<file path="src/rtl/ama_riscv_fetch.sv">
// Instruction fetch initiator: PC generation, imem request/response pairing and instruction FIFO.
// Optional perf counters are built when AMA_RISCV_FETCH_PERF_EN is defined.
module ama_riscv_fetch #(
    parameter logic [31:0] RESET_PC   = 32'h0000_0000,
    parameter int          FIFO_DEPTH = 4
) (
    input  logic        clk,
    input  logic        rst,
    output logic        req_valid,
    input  logic        req_ready,
    output logic [31:0] req_data,
    input  logic        rsp_valid,
    output logic        rsp_ready,
    input  logic [31:0] rsp_data,
    input  logic        flush,
    input  logic [31:0] flush_pc,
    output logic        inst_valid,
    input  logic        inst_ready,
    output logic [31:0] inst_data,
    output logic [31:0] inst_pc,
    output logic [31:0] perf_stall_cnt,
    output logic [31:0] perf_drop_cnt
);

    localparam int PW = $clog2(FIFO_DEPTH);
    localparam int CW = PW + 1;
    localparam logic [CW:0] DEPTH_W = (CW+1)'(FIFO_DEPTH);

    logic [31:0]   pc_q, pc_d;
    logic [CW-1:0] outstanding_q, outstanding_d;
    logic [CW-1:0] drop_cnt_q, drop_cnt_d;

    logic [29:0]   pcq_mem [FIFO_DEPTH];
    logic [PW-1:0] pcq_wr_q, pcq_wr_d;
    logic [PW-1:0] pcq_rd_q, pcq_rd_d;

    logic [31:0]   fifo_data_mem [FIFO_DEPTH];
    logic [31:0]   fifo_pc_mem   [FIFO_DEPTH];
    logic [PW-1:0] fifo_wr_q, fifo_wr_d;
    logic [PW-1:0] fifo_rd_q, fifo_rd_d;
    logic [CW-1:0] fifo_cnt_q, fifo_cnt_d;

    logic [CW:0] credit_used;
    logic        credit_ok;
    logic        issue_ok;
    logic        req_fire;
    logic        rsp_fire;
    logic        discard;
    logic        inst_push;
    logic        inst_pop;

    // Credit counts in-flight plus buffered fetches so every response always finds FIFO space.
    assign credit_used = {1'b0, outstanding_q} + {1'b0, fifo_cnt_q};
    assign credit_ok   = credit_used < DEPTH_W;
    assign issue_ok    = credit_ok && !flush;

    assign req_valid  = rst && issue_ok;
    assign req_data   = {2'b00, pc_q[31:2]};
    assign rsp_ready  = 1'b1;
    assign inst_valid = rst && (fifo_cnt_q != '0);
    assign inst_data  = fifo_data_mem[fifo_rd_q];
    assign inst_pc    = fifo_pc_mem[fifo_rd_q];

    assign req_fire  = req_valid && req_ready;
    assign rsp_fire  = rst && rsp_valid && (outstanding_q != '0);
    assign discard   = rsp_fire && (drop_cnt_q != '0);
    assign inst_push = rsp_fire && !discard && !flush;
    assign inst_pop  = inst_valid && inst_ready && !flush;

    always_comb begin
        pc_d          = pc_q;
        outstanding_d = outstanding_q;
        drop_cnt_d    = drop_cnt_q;
        pcq_wr_d      = pcq_wr_q;
        pcq_rd_d      = pcq_rd_q;

        if (flush) begin
            pc_d = flush_pc & 32'hFFFF_FFFC;
        end else if (req_fire) begin
            pc_d = pc_q + 32'd4;
        end

        case ({req_fire, rsp_fire})
            2'b10:   outstanding_d = outstanding_q + CW'(1);
            2'b01:   outstanding_d = outstanding_q - CW'(1);
            default: outstanding_d = outstanding_q;
        endcase

        // A redirect re-arms the drop count with everything still in flight after this cycle.
        if (flush) begin
            drop_cnt_d = outstanding_q - CW'(rsp_fire);
        end else if (discard) begin
            drop_cnt_d = drop_cnt_q - CW'(1);
        end

        if (req_fire) begin
            pcq_wr_d = pcq_wr_q + PW'(1);
        end
        if (rsp_fire) begin
            pcq_rd_d = pcq_rd_q + PW'(1);
        end
    end

    always_comb begin
        fifo_wr_d  = fifo_wr_q;
        fifo_rd_d  = fifo_rd_q;
        fifo_cnt_d = fifo_cnt_q;

        if (flush) begin
            fifo_wr_d  = '0;
            fifo_rd_d  = '0;
            fifo_cnt_d = '0;
        end else begin
            if (inst_push) begin
                fifo_wr_d = fifo_wr_q + PW'(1);
            end
            if (inst_pop) begin
                fifo_rd_d = fifo_rd_q + PW'(1);
            end
            case ({inst_push, inst_pop})
                2'b10:   fifo_cnt_d = fifo_cnt_q + CW'(1);
                2'b01:   fifo_cnt_d = fifo_cnt_q - CW'(1);
                default: fifo_cnt_d = fifo_cnt_q;
            endcase
        end
    end

    always_ff @(posedge clk) begin
        if (!rst) begin
            pc_q          <= RESET_PC & 32'hFFFF_FFFC;
            outstanding_q <= '0;
            drop_cnt_q    <= '0;
            pcq_wr_q      <= '0;
            pcq_rd_q      <= '0;
            fifo_wr_q     <= '0;
            fifo_rd_q     <= '0;
            fifo_cnt_q    <= '0;
        end else begin
            pc_q          <= pc_d;
            outstanding_q <= outstanding_d;
            drop_cnt_q    <= drop_cnt_d;
            pcq_wr_q      <= pcq_wr_d;
            pcq_rd_q      <= pcq_rd_d;
            fifo_wr_q     <= fifo_wr_d;
            fifo_rd_q     <= fifo_rd_d;
            fifo_cnt_q    <= fifo_cnt_d;
        end
    end

    // Storage arrays carry no reset; pointers and counts define which entries are live.
    always_ff @(posedge clk) begin
        if (req_fire) begin
            pcq_mem[pcq_wr_q] <= pc_q[31:2];
        end
        if (inst_push) begin
            fifo_data_mem[fifo_wr_q] <= rsp_data;
            fifo_pc_mem[fifo_wr_q]   <= {pcq_mem[pcq_rd_q], 2'b00};
        end
    end

`ifdef AMA_RISCV_FETCH_PERF_EN
    logic [31:0] stall_cnt_q, stall_cnt_d;
    logic [31:0] drop_evt_q, drop_evt_d;

    always_comb begin
        stall_cnt_d = stall_cnt_q;
        drop_evt_d  = drop_evt_q;
        if (rst && !flush && !credit_ok && (stall_cnt_q != 32'hFFFF_FFFF)) begin
            stall_cnt_d = stall_cnt_q + 32'd1;
        end
        if (discard && (drop_evt_q != 32'hFFFF_FFFF)) begin
            drop_evt_d = drop_evt_q + 32'd1;
        end
    end

    always_ff @(posedge clk) begin
        if (!rst) begin
            stall_cnt_q <= '0;
            drop_evt_q  <= '0;
        end else begin
            stall_cnt_q <= stall_cnt_d;
            drop_evt_q  <= drop_evt_d;
        end
    end

    assign perf_stall_cnt = stall_cnt_q;
    assign perf_drop_cnt  = drop_evt_q;
`else
    assign perf_stall_cnt = 32'h0;
    assign perf_drop_cnt  = 32'h0;
`endif

endmodule

</file>
<file path="config.mk">
export PLATFORM = sky130hd
export DESIGN_NAME = ama_riscv_fetch
export DESIGN_NICKNAME = d
export VERILOG_FILES = /design/src/rtl/ama_riscv_fetch.sv
export SDC_FILE = /design/constraint.sdc
export NUM_CORES = 1
export LEC_CHECK = 0
export ABC_AREA = 1
export ABC_CLOCK_PERIOD_IN_PS = 7570
export CAP_MARGIN = 20
export CORE_MARGIN = 2
export CORE_UTILIZATION = 50
export DETAILED_ROUTE_END_ITERATION = 6
export HOLD_SLACK_MARGIN = 0.05
export PLACE_DENSITY = 0.74
export RECOVER_POWER = 100
export SLEW_MARGIN = 10
export SYNTH_ARGS = -nofsm -noshare
export SYNTH_HDL_FRONTEND = slang
export SYNTH_SLANG_ARGS = --single-unit
export TNS_END_PERCENT = 10
</file>
<file path="constraint.sdc">
create_clock -name clk -period 7.57 [get_ports clk]
set_clock_uncertainty 0.1 [all_clocks]
set_input_delay 1.1355 -clock clk [delete_from_list [all_inputs] [get_ports clk]]
set_output_delay 1.1355 -clock clk [all_outputs]
set_load 0.02 [all_outputs]
</file>
==> impl_metrics.prom <==
# TYPE chip_impl_metric gauge
chip_impl_metric{name="intPower",unit="mW"} 3.78
chip_impl_metric{name="syn_avg_cell_area",unit="sq um"} 11.5
chip_impl_info{name="synth_top_family_by_area",value="simple AND/OR/NAND/NOR gates"} 1
chip_impl_metric{name="synth_mux_area_frac",unit=""} 0.000573
chip_impl_metric{name="clk_transition_reported_paths",unit="ns"} 0.06
chip_impl_metric{name="global_route.overflow_total",unit=""} 0
chip_impl_metric{name="vdd_drop_max",unit="V"} 0.000146
chip_impl_metric{name="first_global_vias",unit=""} 10851
chip_impl_metric{name="cts-hold-fix-buffers",unit=""} 0
chip_impl_metric{name="comb_power_share",unit=""} 0.047
chip_impl_metric{name="grt_max_degree",unit=""} 76
chip_impl_info{name="most_common_cell_after_layout_fill_and_taps_aside",value="edfxtp_1"} 1
chip_impl_metric{name="power",unit="mW"} 4.79
chip_impl_metric{name="power_frac_seq",unit=""} 0.539
chip_impl_info{name="tritoncts_clock_tree",value="done"} 1
chip_impl_metric{name="die_w",unit="um"} 191
chip_impl_metric{name="hold_violations",unit=""} 0
chip_impl_info{name="layout_common_cells",value="edfxtp_1 (368), nor2_1 (260), o21ai_0 (206)"} 1
chip_impl_metric{name="maximum_clock_frequency",unit="MHz"} 166
chip_impl_metric{name="final_period_utilization",unit=""} 0.794
chip_impl_metric{name="timing.slew.headroom",unit=""} -0.827
chip_impl_metric{name="post_route_cells_drive_above_1_share",unit=""} 0.0491
chip_impl_metric{name="route.detailed.wl_per_inst",unit="um"} 17.2
chip_impl_metric{name="synth-edff-count",unit=""} 368
chip_impl_metric{name="compound_gate_fraction_of_synth_area",unit=""} 0.108
chip_impl_metric{name="synth.yosys.warnings",unit=""} 0
chip_impl_info{name="rsz0062_at_grt",value="false"} 1
chip_impl_metric{name="design.die.area",unit="sq mm"} 0.0365
chip_impl_metric{name="gp_routability_congestion",unit=""} 0.827
chip_impl_metric{name="p_switching",unit="mW"} 1.01
chip_impl_metric{name="number_of_cts_inserted_buffers",unit=""} 42
chip_impl_metric{name="tightestPinTransition",unit="ns"} 2.73
chip_impl_metric{name="grt_first_pass_wirelength",unit="mm"} 56.9
chip_impl_metric{name="boundaryPins",unit=""} 233
chip_impl_metric{name="whs",unit="ns"} 0.360
chip_impl_metric{name="worst-path-max-fanout",unit=""} 27
chip_impl_info{name="worstSetupPathType",value="in -> out"} 1
chip_impl_metric{name="antenna_found_initial",unit=""} 0
chip_impl_metric{name="route.detailed.vias_per_inst",unit=""} 5.29
chip_impl_info{name="failed_checks",value="capacitance limit, slew limit"} 1
chip_impl_metric{name="fin_setup_tns",unit="ns"} 0
chip_impl_metric{name="postSynthCellCount",unit=""} 1516
chip_impl_metric{name="drtPass1Iterations",unit=""} 5
chip_impl_metric{name="grt.total_usage",unit=""} 0.200
chip_impl_metric{name="yosys.area_share.simple",unit=""} 0.113
chip_impl_info{name="synth_flop_cell",value="edfxtp_1"} 1
chip_impl_metric{name="max-cap-violations",unit=""} 7
chip_impl_metric{name="num_vias",unit=""} 11353
chip_impl_metric{name="finish.net_count",unit=""} 1750
chip_impl_metric{name="clock_latency",unit="ns"} 0.55
chip_impl_metric{name="cts-resized-gates",unit=""} 0
chip_impl_metric{name="ys_types",unit=""} 35
chip_impl_metric{name="drt_wl_total",unit="mm"} 37.0
chip_impl_metric{name="detail_route.iter0.violations",unit=""} 924
chip_impl_metric{name="share_clk_of_total_power",unit=""} 0.414
chip_impl_metric{name="report.final.setup_viol",unit=""} 0
chip_impl_metric{name="nFillCells",unit=""} 2684
chip_impl_metric{name="power_switching_share",unit=""} 0.211
chip_impl_metric{name="power.leakage",unit="nW"} 7.20
chip_impl_metric{name="synthesized_area_fraction_occupied_by_adder_cells",unit=""} 0.0145
chip_impl_info{name="clock_tree.root_cell",value="clkbuf_16"} 1
chip_impl_metric{name="placement.cell_area",unit="sq mm"} 0.0192
chip_impl_metric{name="synth_xor_xnor_area_share",unit=""} 0.00702
chip_impl_metric{name="effective_utilization_at_floorplan",unit=""} 0.507
chip_impl_metric{name="synth_area",unit="sq mm"} 0.0175
chip_impl_metric{name="clock-sinks",unit=""} 419
chip_impl_metric{name="cts_max_path_buffers",unit=""} 3
chip_impl_info{name="worstSetupStartpointType",value="input port"} 1
chip_impl_metric{name="seq_cells_post_synth",unit=""} 419
chip_impl_metric{name="cts-htree-levels",unit=""} 2
chip_impl_metric{name="rows",unit=""} 68
chip_impl_metric{name="die-height",unit="um"} 191
chip_impl_info{name="outcome",value="complete, but fails checks"} 1
chip_impl_info{name="critPathCaptureType",value="output port"} 1
chip_impl_metric{name="post_cts_buffers",unit=""} 0
chip_impl_metric{name="drt.antenna.violating_nets",unit=""} 0
chip_impl_metric{name="postLayoutCellArea",unit="sq mm"} 0.0205
chip_impl_metric{name="area_growth",unit="%"} 17.1
chip_impl_metric{name="drc",unit=""} 0
chip_impl_metric{name="layout_min_cycle_time",unit="ns"} 6.01
chip_impl_metric{name="required",unit="ns"} 6.33
chip_impl_metric{name="worst_ep_arrival_time",unit="ns"} 4.77
chip_impl_metric{name="async_flop_share",unit=""} 0
chip_impl_metric{name="p_per_area",unit="mW/mm^2"} 234
chip_impl_metric{name="finalMaxSlewViolations",unit=""} 271
chip_impl_metric{name="fp.coreArea",unit="sq mm"} 0.0345
chip_impl_info{name="min-delay-path-class",value="reg -> reg"} 1
chip_impl_metric{name="io_buffers",unit=""} 161
chip_impl_metric{name="detailed_place_hpwl",unit="mm"} 22.5
chip_impl_metric{name="synth-seq-area-share",unit=""} 0.691
synth_stat cells (all sizes together) (2+ instances only):
cell type | instances | area (sq um)
xnor2 | 6 | 52.6
fa | 2 | 40.0
a21oi | 39 | 199
inv | 75 | 287
ha | 17 | 213
a22oi | 3 | 22.5
nor3 | 2 | 21.3
conb | 2 | 7.51
xor2 | 8 | 70.1
dfxtp | 51 | 1020
nand2 | 182 | 696
nand3 | 44 | 225
nand3b | 3 | 22.5
edfxtp | 368 | 11100
buf | 86 | 643
o22ai | 92 | 576
nor2 | 265 | 1020
o21bai | 4 | 30.0
clkbuf | 58 | 218
o21ai | 206 | 1030
cell families after synthesis:
family | after synthesis
simple gates | 496
flops | 419
compound gates | 346
buf+inv | 219
fa+ha+maj | 19
xor+xnor | 14
other cells | 2
mux | 1
per-layer routing:
| layer | part of all wire | vias up | routed length, um | GRT usage |
|---|---|---|---|---|
| li1 | - | 5491 | - | - |
| met1 | 0.43 | 5432 | 15800 | 0.268 |
| met2 | 0.49 | 375 | 18100 | 0.340 |
| met3 | 0.065 | 55 | 2410 | 0.0303 |
| met4 | 0.020 | 0 | 735 | 0.0552 |
| met5 | 0 | - | 0 | 0 |
worst max-delay path: stages:
cell           delay, ns
dlygate4sd3_1       0.95
clkinvlp_2          1.15
nor2_8              0.46
nand2_1             0.18
nor2_1              0.19
dlygate4sd3_1       0.69
metrics by stage:
stage | setup WS [ns] | instances | utilization
after floorplan | 2.46 | 1583 | -
after global placement | 2.74 | 2072 | 0.558
after detailed placement | 2.69 | 2072 | 0.558
after CTS | 2.73 | 2145 | 0.596
after global routing | 1.24 | 2145 | 0.594
final | 1.56 | 2147 | 0.594
cell type report:
class | count | area, sq um | share of cell area
Multi-Input combinational cell | 945 | 4500 | 0.220
Clock inverter | 24 | 235 | 0.0115
Clock buffer | 49 | 1080 | 0.0526
Timing Repair Buffer | 178 | 1730 | 0.0844
Inverter | 75 | 284 | 0.0139
Sequential cell | 419 | 12100 | 0.590
Tap cell | 455 | 569 | 0.0278
Antenna cell | 2 | 5.00 | 0.000244
sequential cells by signal, indices dropped and copies added, names as in the netlist, named ones only:
| register | count |
|---|---|
| drop_cnt_q | 3 |
| fifo_cnt_q | 3 |
| fifo_data_mem | 128 |
| fifo_pc_mem | 120 |
| fifo_rd_q | 2 |
| fifo_wr_q | 2 |
| outstanding_q | 3 |
| pc_q | 30 |
| pcq_mem | 120 |
| pcq_rd_q | 2 |
| pcq_wr_q | 2 |
final timing paths:
check,cells after the start,startpoint,endpoint,slack [ns]
setup / recovery,6,rst,req_valid,1.56
hold reg to reg,2,fifo_rd_q[1],flop,0.36
hold / removal,2,fifo_rd_q[1],flop,0.36
setup reg to reg,4,flop,fifo_pc_mem[0][12],2.56
power by group through the flow:
stage          registers, mW  logic (mW)  clock network (mW)
2_1_floorplan           2.63       0.157                   0
3_3_place_gp            2.62       0.230                   0
3_5_place_dp            2.63       0.234                   0
4_1_cts                 2.58       0.236                2.02
5_1_grt                 2.58       0.249                2.10
6_report                2.58       0.226                1.98
No activity file was read; power rests on OpenSTA's default activity.
